[config.mk]
export PLATFORM = sky130hd
export DESIGN_NAME = rr_arb_mux
export DESIGN_NICKNAME = d
export VERILOG_FILES = /design/src/rtl/mux_pkg.sv /design/src/rtl/rr_arb_mux_rr_pick.sv /design/src/rtl/rr_arb_mux.sv
export SDC_FILE = /design/constraint.sdc
export NUM_CORES = 1
export LEC_CHECK = 0
export ABC_AREA = 1
export CAP_MARGIN = 15
export CORE_MARGIN = 5
export CORE_UTILIZATION = 30
export CTS_BUF_LIST = sky130_fd_sc_hd__clkbuf_2 sky130_fd_sc_hd__clkbuf_4 sky130_fd_sc_hd__clkbuf_8
export DETAILED_ROUTE_END_ITERATION = 12
export DONT_BUFFER_PORTS = 1
export PLACE_DENSITY = 0.4
export SLEW_MARGIN = 20
export SYNTH_ARGS = -nofsm -noshare
export SYNTH_HDL_FRONTEND = slang
export SYNTH_SLANG_ARGS = --single-unit
[constraint.sdc]
create_clock -name clock -period 2.95 [get_ports clock]
set_input_delay 0.295 -clock clock [delete_from_list [all_inputs] [get_ports clock]]
set_output_delay 0.295 -clock clock [all_outputs]
set_load 0.02 [all_outputs]
[src/rtl/mux_pkg.sv]
// Shared definitions for the round-robin / fixed-select arbitration mux.
package mux_pkg;

    localparam logic MODE_FIXED = 1'b1;
    localparam logic MODE_RR    = 1'b0;

    // Index width for n channels; never narrower than one bit.
    function automatic int sel_width(input int n);
        return (n <= 2) ? 1 : $clog2(n);
    endfunction

endpackage

[src/rtl/rr_arb_mux_rr_pick.sv]
// Rotating priority encoder: the first requester after ptr (wrapping) wins.
module rr_pick #(
    parameter int N_CH  = 4,
    parameter int SEL_W = 2
) (
    input  logic [N_CH-1:0]  req,
    input  logic [SEL_W-1:0] ptr,
    output logic [SEL_W-1:0] gnt_idx,
    output logic             gnt_vld
);

    // Walk offsets from farthest to nearest so the nearest requester overwrites.
    always_comb begin
        gnt_idx = '0;
        gnt_vld = 1'b0;
        for (int k = N_CH; k >= 1; k--) begin
            if (req[(int'(ptr) + k) % N_CH]) begin
                gnt_idx = SEL_W'((int'(ptr) + k) % N_CH);
                gnt_vld = 1'b1;
            end
        end
    end

endmodule

[src/rtl/rr_arb_mux.sv]
// N-channel selector with valid/ready handshakes, fixed or round-robin grant,
// registered output stage, bad-select flag and a saturating transfer counter.
module rr_arb_mux
    import mux_pkg::*;
#(
    parameter int WIDTH   = 32,
    parameter int N_CH    = 4,
    parameter int CNT_W   = 16,
    localparam int SEL_W  = sel_width(N_CH)
) (
    input  logic                  clock,
    input  logic                  reset_n,
    input  logic [N_CH*WIDTH-1:0] in_data,
    input  logic [N_CH-1:0]       in_valid,
    output logic [N_CH-1:0]       in_ready,
    input  logic                  sel_en,
    input  logic [SEL_W-1:0]      sel,
    output logic [WIDTH-1:0]      out_data,
    output logic [SEL_W-1:0]      out_ch,
    output logic                  out_valid,
    input  logic                  out_ready,
    output logic                  err_sel,
    output logic [CNT_W-1:0]      xfer_cnt
);

    // Channel tables padded to a power of two so any sel value indexes safely.
    localparam int N_PAD = 1 << SEL_W;

    logic [WIDTH-1:0] w_ch_data [N_PAD];
    logic [N_PAD-1:0] w_valid_pad;

    logic             r_out_valid;
    logic [WIDTH-1:0] r_out_data;
    logic [SEL_W-1:0] r_out_ch;
    logic             r_err_sel;
    logic [CNT_W-1:0] r_xfer_cnt;
    logic [SEL_W-1:0] r_ptr;

    logic             w_rr_mode;
    logic             w_load_ok;
    logic             w_sel_in_range;
    logic             w_fix_vld;
    logic [SEL_W-1:0] w_rr_idx;
    logic             w_rr_vld;
    logic [SEL_W-1:0] w_gnt_idx;
    logic             w_gnt_vld;
    logic             w_xfer_in;
    logic             w_bad_sel;

    for (genvar gi = 0; gi < N_PAD; gi++) begin : g_pad
        if (gi < N_CH) begin : g_live
            assign w_ch_data[gi]   = in_data[gi*WIDTH +: WIDTH];
            assign w_valid_pad[gi] = in_valid[gi];
        end else begin : g_dead
            assign w_ch_data[gi]   = '0;
            assign w_valid_pad[gi] = 1'b0;
        end
    end

    rr_pick #(
        .N_CH  (N_CH),
        .SEL_W (SEL_W)
    ) u_pick (
        .req     (in_valid),
        .ptr     (r_ptr),
        .gnt_idx (w_rr_idx),
        .gnt_vld (w_rr_vld)
    );

    assign w_rr_mode      = (sel_en == MODE_RR);
    assign w_load_ok      = !r_out_valid || out_ready;
    assign w_sel_in_range = (int'(sel) < N_CH);
    assign w_fix_vld      = w_sel_in_range && w_valid_pad[sel];

    assign w_gnt_idx = w_rr_mode ? w_rr_idx : sel;
    assign w_gnt_vld = w_rr_mode ? w_rr_vld : w_fix_vld;
    assign w_xfer_in = w_gnt_vld && w_load_ok;
    assign w_bad_sel = (sel_en == MODE_FIXED) && (|in_valid) && !w_sel_in_range;

    for (genvar gi = 0; gi < N_CH; gi++) begin : g_rdy
        assign in_ready[gi] = w_xfer_in && (w_gnt_idx == SEL_W'(gi));
    end

    always_ff @(posedge clock or negedge reset_n) begin
        if (!reset_n) begin
            r_out_valid <= 1'b0;
            r_out_data  <= '0;
            r_out_ch    <= '0;
            r_err_sel   <= 1'b0;
            r_xfer_cnt  <= '0;
            r_ptr       <= SEL_W'(N_CH - 1);
        end else begin
            r_err_sel <= w_bad_sel;
            if (r_out_valid && out_ready && (r_xfer_cnt != '1)) begin
                r_xfer_cnt <= r_xfer_cnt + 1'b1;
            end
            // A load on the same edge as a drain keeps out_valid high.
            if (w_xfer_in) begin
                r_out_valid <= 1'b1;
                r_out_data  <= w_ch_data[w_gnt_idx];
                r_out_ch    <= w_gnt_idx;
                if (w_rr_mode) begin
                    r_ptr <= w_gnt_idx;
                end
            end else if (out_ready) begin
                r_out_valid <= 1'b0;
            end
        end
    end

    assign out_valid = r_out_valid;
    assign out_data  = r_out_data;
    assign out_ch    = r_out_ch;
    assign err_sel   = r_err_sel;
    assign xfer_cnt  = r_xfer_cnt;

endmodule

==> summary.txt <==
Outcome
  – Outcome: complete, no violations

Die
  – Number of placement rows: 42
  – I/O pin count: 194
  – Vertical extent of the die: 125 um
  – Die Wd: 125 um
  – Floorplan core area: 13100 um2
  – Die ar.: 15700 um2
  – Initial Util: 30.3%

Global route
  – GRT overflow: 0
  – Antenna violations before repair: 0
  – Via count of the first global-routing pass: 3821
  – Wire length of the first global-routing pass: 19500 um
  – Pin count of the biggest net entering global routing: 55
  – Overall Global Routing Usage: 15.0%

Pwr
  – Static power due to leakage: 2.47 nW
  – Power consumption: 4.06 mW
  – Worst ir drop on vdd: 317 uV
  – Power Density: 952 nW/um2

Place
  – Port Buf Inserts: 0
  – Half-perimeter wire length after placement: 8970 um
  – Gpl congestion: 0.874

CTS
  – Post-cts repair resize count: 0
  – Count of H-tree levels built during CTS: 2
  – Buffers inserted by post-CTS timing repair: 0
  – CTS root buf: sky130_fd_sc_hd__clkbuf_8
  – Clock buffer depth: 2
  – Total clock buffers created by CTS: 5
  – Worst-skew pair later-pin latency: 320 ps
  – Clock tree from TritonCTS: done
  – CTS sink count: 53
  – Clock slew at reported path FFs: 100 ps
  – Hold-fix buffers at CTS: 2

Routing
  – Final WL: 11800 um
  – Count of vias placed by the detailed router: 3741
  – Initial DRC count: 185
  – Length of the first detailed-routing pass in iterations: 4
  – Number of vias per cell after detailed routing: 4.66
  – Post-detailed-route count of antenna-violating nets: 0
  – Average wire per cell in the routed design: 14.7 um
  – Drc violations: 0

Worst setup path
  – Critical path origin: r_ptr[0]
  – Worst Path Arrival: 2410 ps
  – Critical Path End Type: output pin
  – Startpoint type of the worst setup path: flip-flop
  – Critical path peak fanout: 35
  – Required time at the endpoint of the critical path: 2650 ps
  – Critical path class: flip-flop to output pin
  – Launch instance of the worst register-to-register path: r_ptr[0]

Worst hold path
  – Beginning of the worst hold path: out_ready
  – Tightest Hold Check Type: input pin to flip-flop

Job
  – Max-cap violations: 0

STA
  – Final number of setup-violating endpoints: 0
  – Achievable clock frequency: 370 MHz
  – Fin. max-slew vios: 0
  – Period Utilization, post-route: 91.6%
  – Setup tns final: 0 ps
  – Clock tree skew after final layout: 13.0 ps
  – Post-layout min period: 2700 ps
  – Setup repair after global routing missed its margin: no
  – Final Hold Violating Endpoints: 0
  – Worst hold margin: 154 ps

Yosys
  – Post-synthesis average cell area: 6.26 um2
  – Syn. warnings: 0
  – Synthesized flop and latch total: 53
  – Sequential element share of the synthesized area: 33.4%
  – Synthesized netlist net count: 774
  – Post-synthesis cell count: 635
  – Post-synth cell types: 34
  – Post-synthesis instance area: 3980 um2

Cells and area
  – Inserted Diodes: 0
  – Fillers: 1477
  – Fraction of layout instances using a drive strength above 1: 5.91%
  – Area growth from synthesis to layout: 7.21%
  – Count of nets after finishing: 764
==> registers in the layout, indices dropped and copies added, names as in the netlist <==
name	count
out_ch	2
out_data	32
out_valid	1
r_ptr	2
xfer_cnt	16
==> report_power, final <==
part / switching (mW) / internal, mW
clock: 0.262 / 0.277
combinational: 1.20 / 0.659
sequential: 0.634 / 1.03
total: 2.10 / 1.96
==> synthesized netlist by cell type <==
library cell / instances / area [um2]
sky130_fd_sc_hd__nand2_1: 205 / 769
sky130_fd_sc_hd__nor3b_1: 1 / 7.51
sky130_fd_sc_hd__nand4_1: 5 / 31.3
sky130_fd_sc_hd__or2_2: 1 / 6.26
sky130_fd_sc_hd__nor4_1: 1 / 6.26
sky130_fd_sc_hd__or2_0: 7 / 43.8
sky130_fd_sc_hd__mux2_2: 1 / 11.3
sky130_fd_sc_hd__buf_2: 15 / 75.1
sky130_fd_sc_hd__or2_1: 15 / 93.8
sky130_fd_sc_hd__conb_1: 1 / 3.75
sky130_fd_sc_hd__nor3_1: 5 / 25.0
sky130_fd_sc_hd__clkbuf_1: 4 / 15.0
sky130_fd_sc_hd__clkbuf_2: 1 / 5.00
sky130_fd_sc_hd__xor2_1: 8 / 70.1
sky130_fd_sc_hd__buf_6: 5 / 56.3
sky130_fd_sc_hd__nand2_2: 3 / 18.8
sky130_fd_sc_hd__inv_4: 1 / 6.26
sky130_fd_sc_hd__buf_4: 7 / 52.6
sky130_fd_sc_hd__nor2_2: 1 / 6.26
sky130_fd_sc_hd__o211ai_1: 1 / 7.51
sky130_fd_sc_hd__xnor2_1: 7 / 61.3
sky130_fd_sc_hd__nand3_1: 128 / 641
sky130_fd_sc_hd__nand2_4: 1 / 11.3
sky130_fd_sc_hd__inv_2: 3 / 11.3
sky130_fd_sc_hd__dfstp_2: 2 / 52.6
sky130_fd_sc_hd__o21ai_1: 4 / 20.0
sky130_fd_sc_hd__a21oi_1: 3 / 15.0
sky130_fd_sc_hd__ha_1: 1 / 12.5
sky130_fd_sc_hd__nand3_2: 1 / 10.0
sky130_fd_sc_hd__nor2_1: 19 / 71.3
sky130_fd_sc_hd__inv_1: 125 / 469
sky130_fd_sc_hd__o21ai_0: 1 / 5.00
sky130_fd_sc_hd__o2111ai_1: 1 / 8.76
sky130_fd_sc_hd__dfrtp_1: 51 / 1280
==> path summary, 6_finish.rpt <==
path                               end  slack (ps)  cells after the start
max                        in_ready[1]         250                     12
min in group asynchronous  out_data[9]         500                      2
min reg2reg                   r_ptr[1]         510                      2
max reg2reg                   r_ptr[0]         630                     15
min                        xfer_cnt[2]         150                      2
max in group asynchronous     r_ptr[0]        2170                      2
==> area by class of cell <==
type	count	area [um2]	share of cell area [%]
multi-input combinational	421	1960	46.0
sequential	53	1330	31.2
inverter	129	487	11.4
tap	176	220	5.17
timing repair buffer	15	148	3.46
clock buffer	6	82.6	1.94
clock inverter	2	37.5	0.881
==> critical path: stages (launching register included) <==
cell and delay [ps]:
sky130_fd_sc_hd__dfstp_2 640, sky130_fd_sc_hd__inv_4 70, sky130_fd_sc_hd__nand2_1 60, sky130_fd_sc_hd__nand2_1 60, sky130_fd_sc_hd__nand2_1 110, sky130_fd_sc_hd__nand2_2 80, sky130_fd_sc_hd__nand2_2 70, sky130_fd_sc_hd__nand3_1 80
sky130_fd_sc_hd__nand3_2 110, sky130_fd_sc_hd__nand2_4 220, sky130_fd_sc_hd__inv_1 170, sky130_fd_sc_hd__nand2_1 100, sky130_fd_sc_hd__nor2_1 320
==> cells by family (layout without fill, tap and decap cells) <==
kind of cell | count (synthesis) | after routing | synth area share [%]
adders and majority gates | 1 | 1 | 0.315
xor gates and xnor gates | 15 | 15 | 3.30
other | 1 | 1 | 0.0943
AOI/OAI and AO/OA | 10 | 10 | 1.42
muxes | 1 | 1 | 0.283
buffers and inverters | 161 | 152 | 17.4
DFF | 53 | 53 | 33.4
and+or+nand+nor | 393 | 393 | 43.8
==> metal layers <==
layer	GRT usage [%]	vias up	part of all wire (%)
met1	19.3	1705	44
li1	-	1892	-
met3	5.54	14	8.6
met2	24.4	130	46
met4	3.19	0	1.3
met5	0	-	0
==> per-stage QoR <==
stage | instance area (um2) | setup slack, ps | std cells | util, %
3_5_place_dp | 4110 | 585 | 792 | 31.2
4_1_cts | 4260 | 213 | 802 | 32.4
3_3_place_gp | 4110 | 628 | 792 | 31.2
2_1_floorplan | 3980 | 661 | 635 | -
6_report | 4260 | 248 | 802 | 32.4
5_1_grt | 4260 | 10.8 | 802 | 32.4
==> placed cells by master, fill, tap and decap left out, drive strengths merged <==
cell,n
conb,1
xnor2,7
nor4,1
or2,23
o2111ai,1
bufinv,1
dfstp,2
nor3b,1
ha,1
o21ai,5
dlygate4sd3,1
nand4,5
nand3,129
nor3,5
buf,14
inv,129
xor2,8
a21oi,3
nand2,209
mux2,1
o211ai,1
nor2,20
dfrtp,51
clkinvlp,1
clkbuf,6
Note: power is estimated with default switching activity, not from simulation.
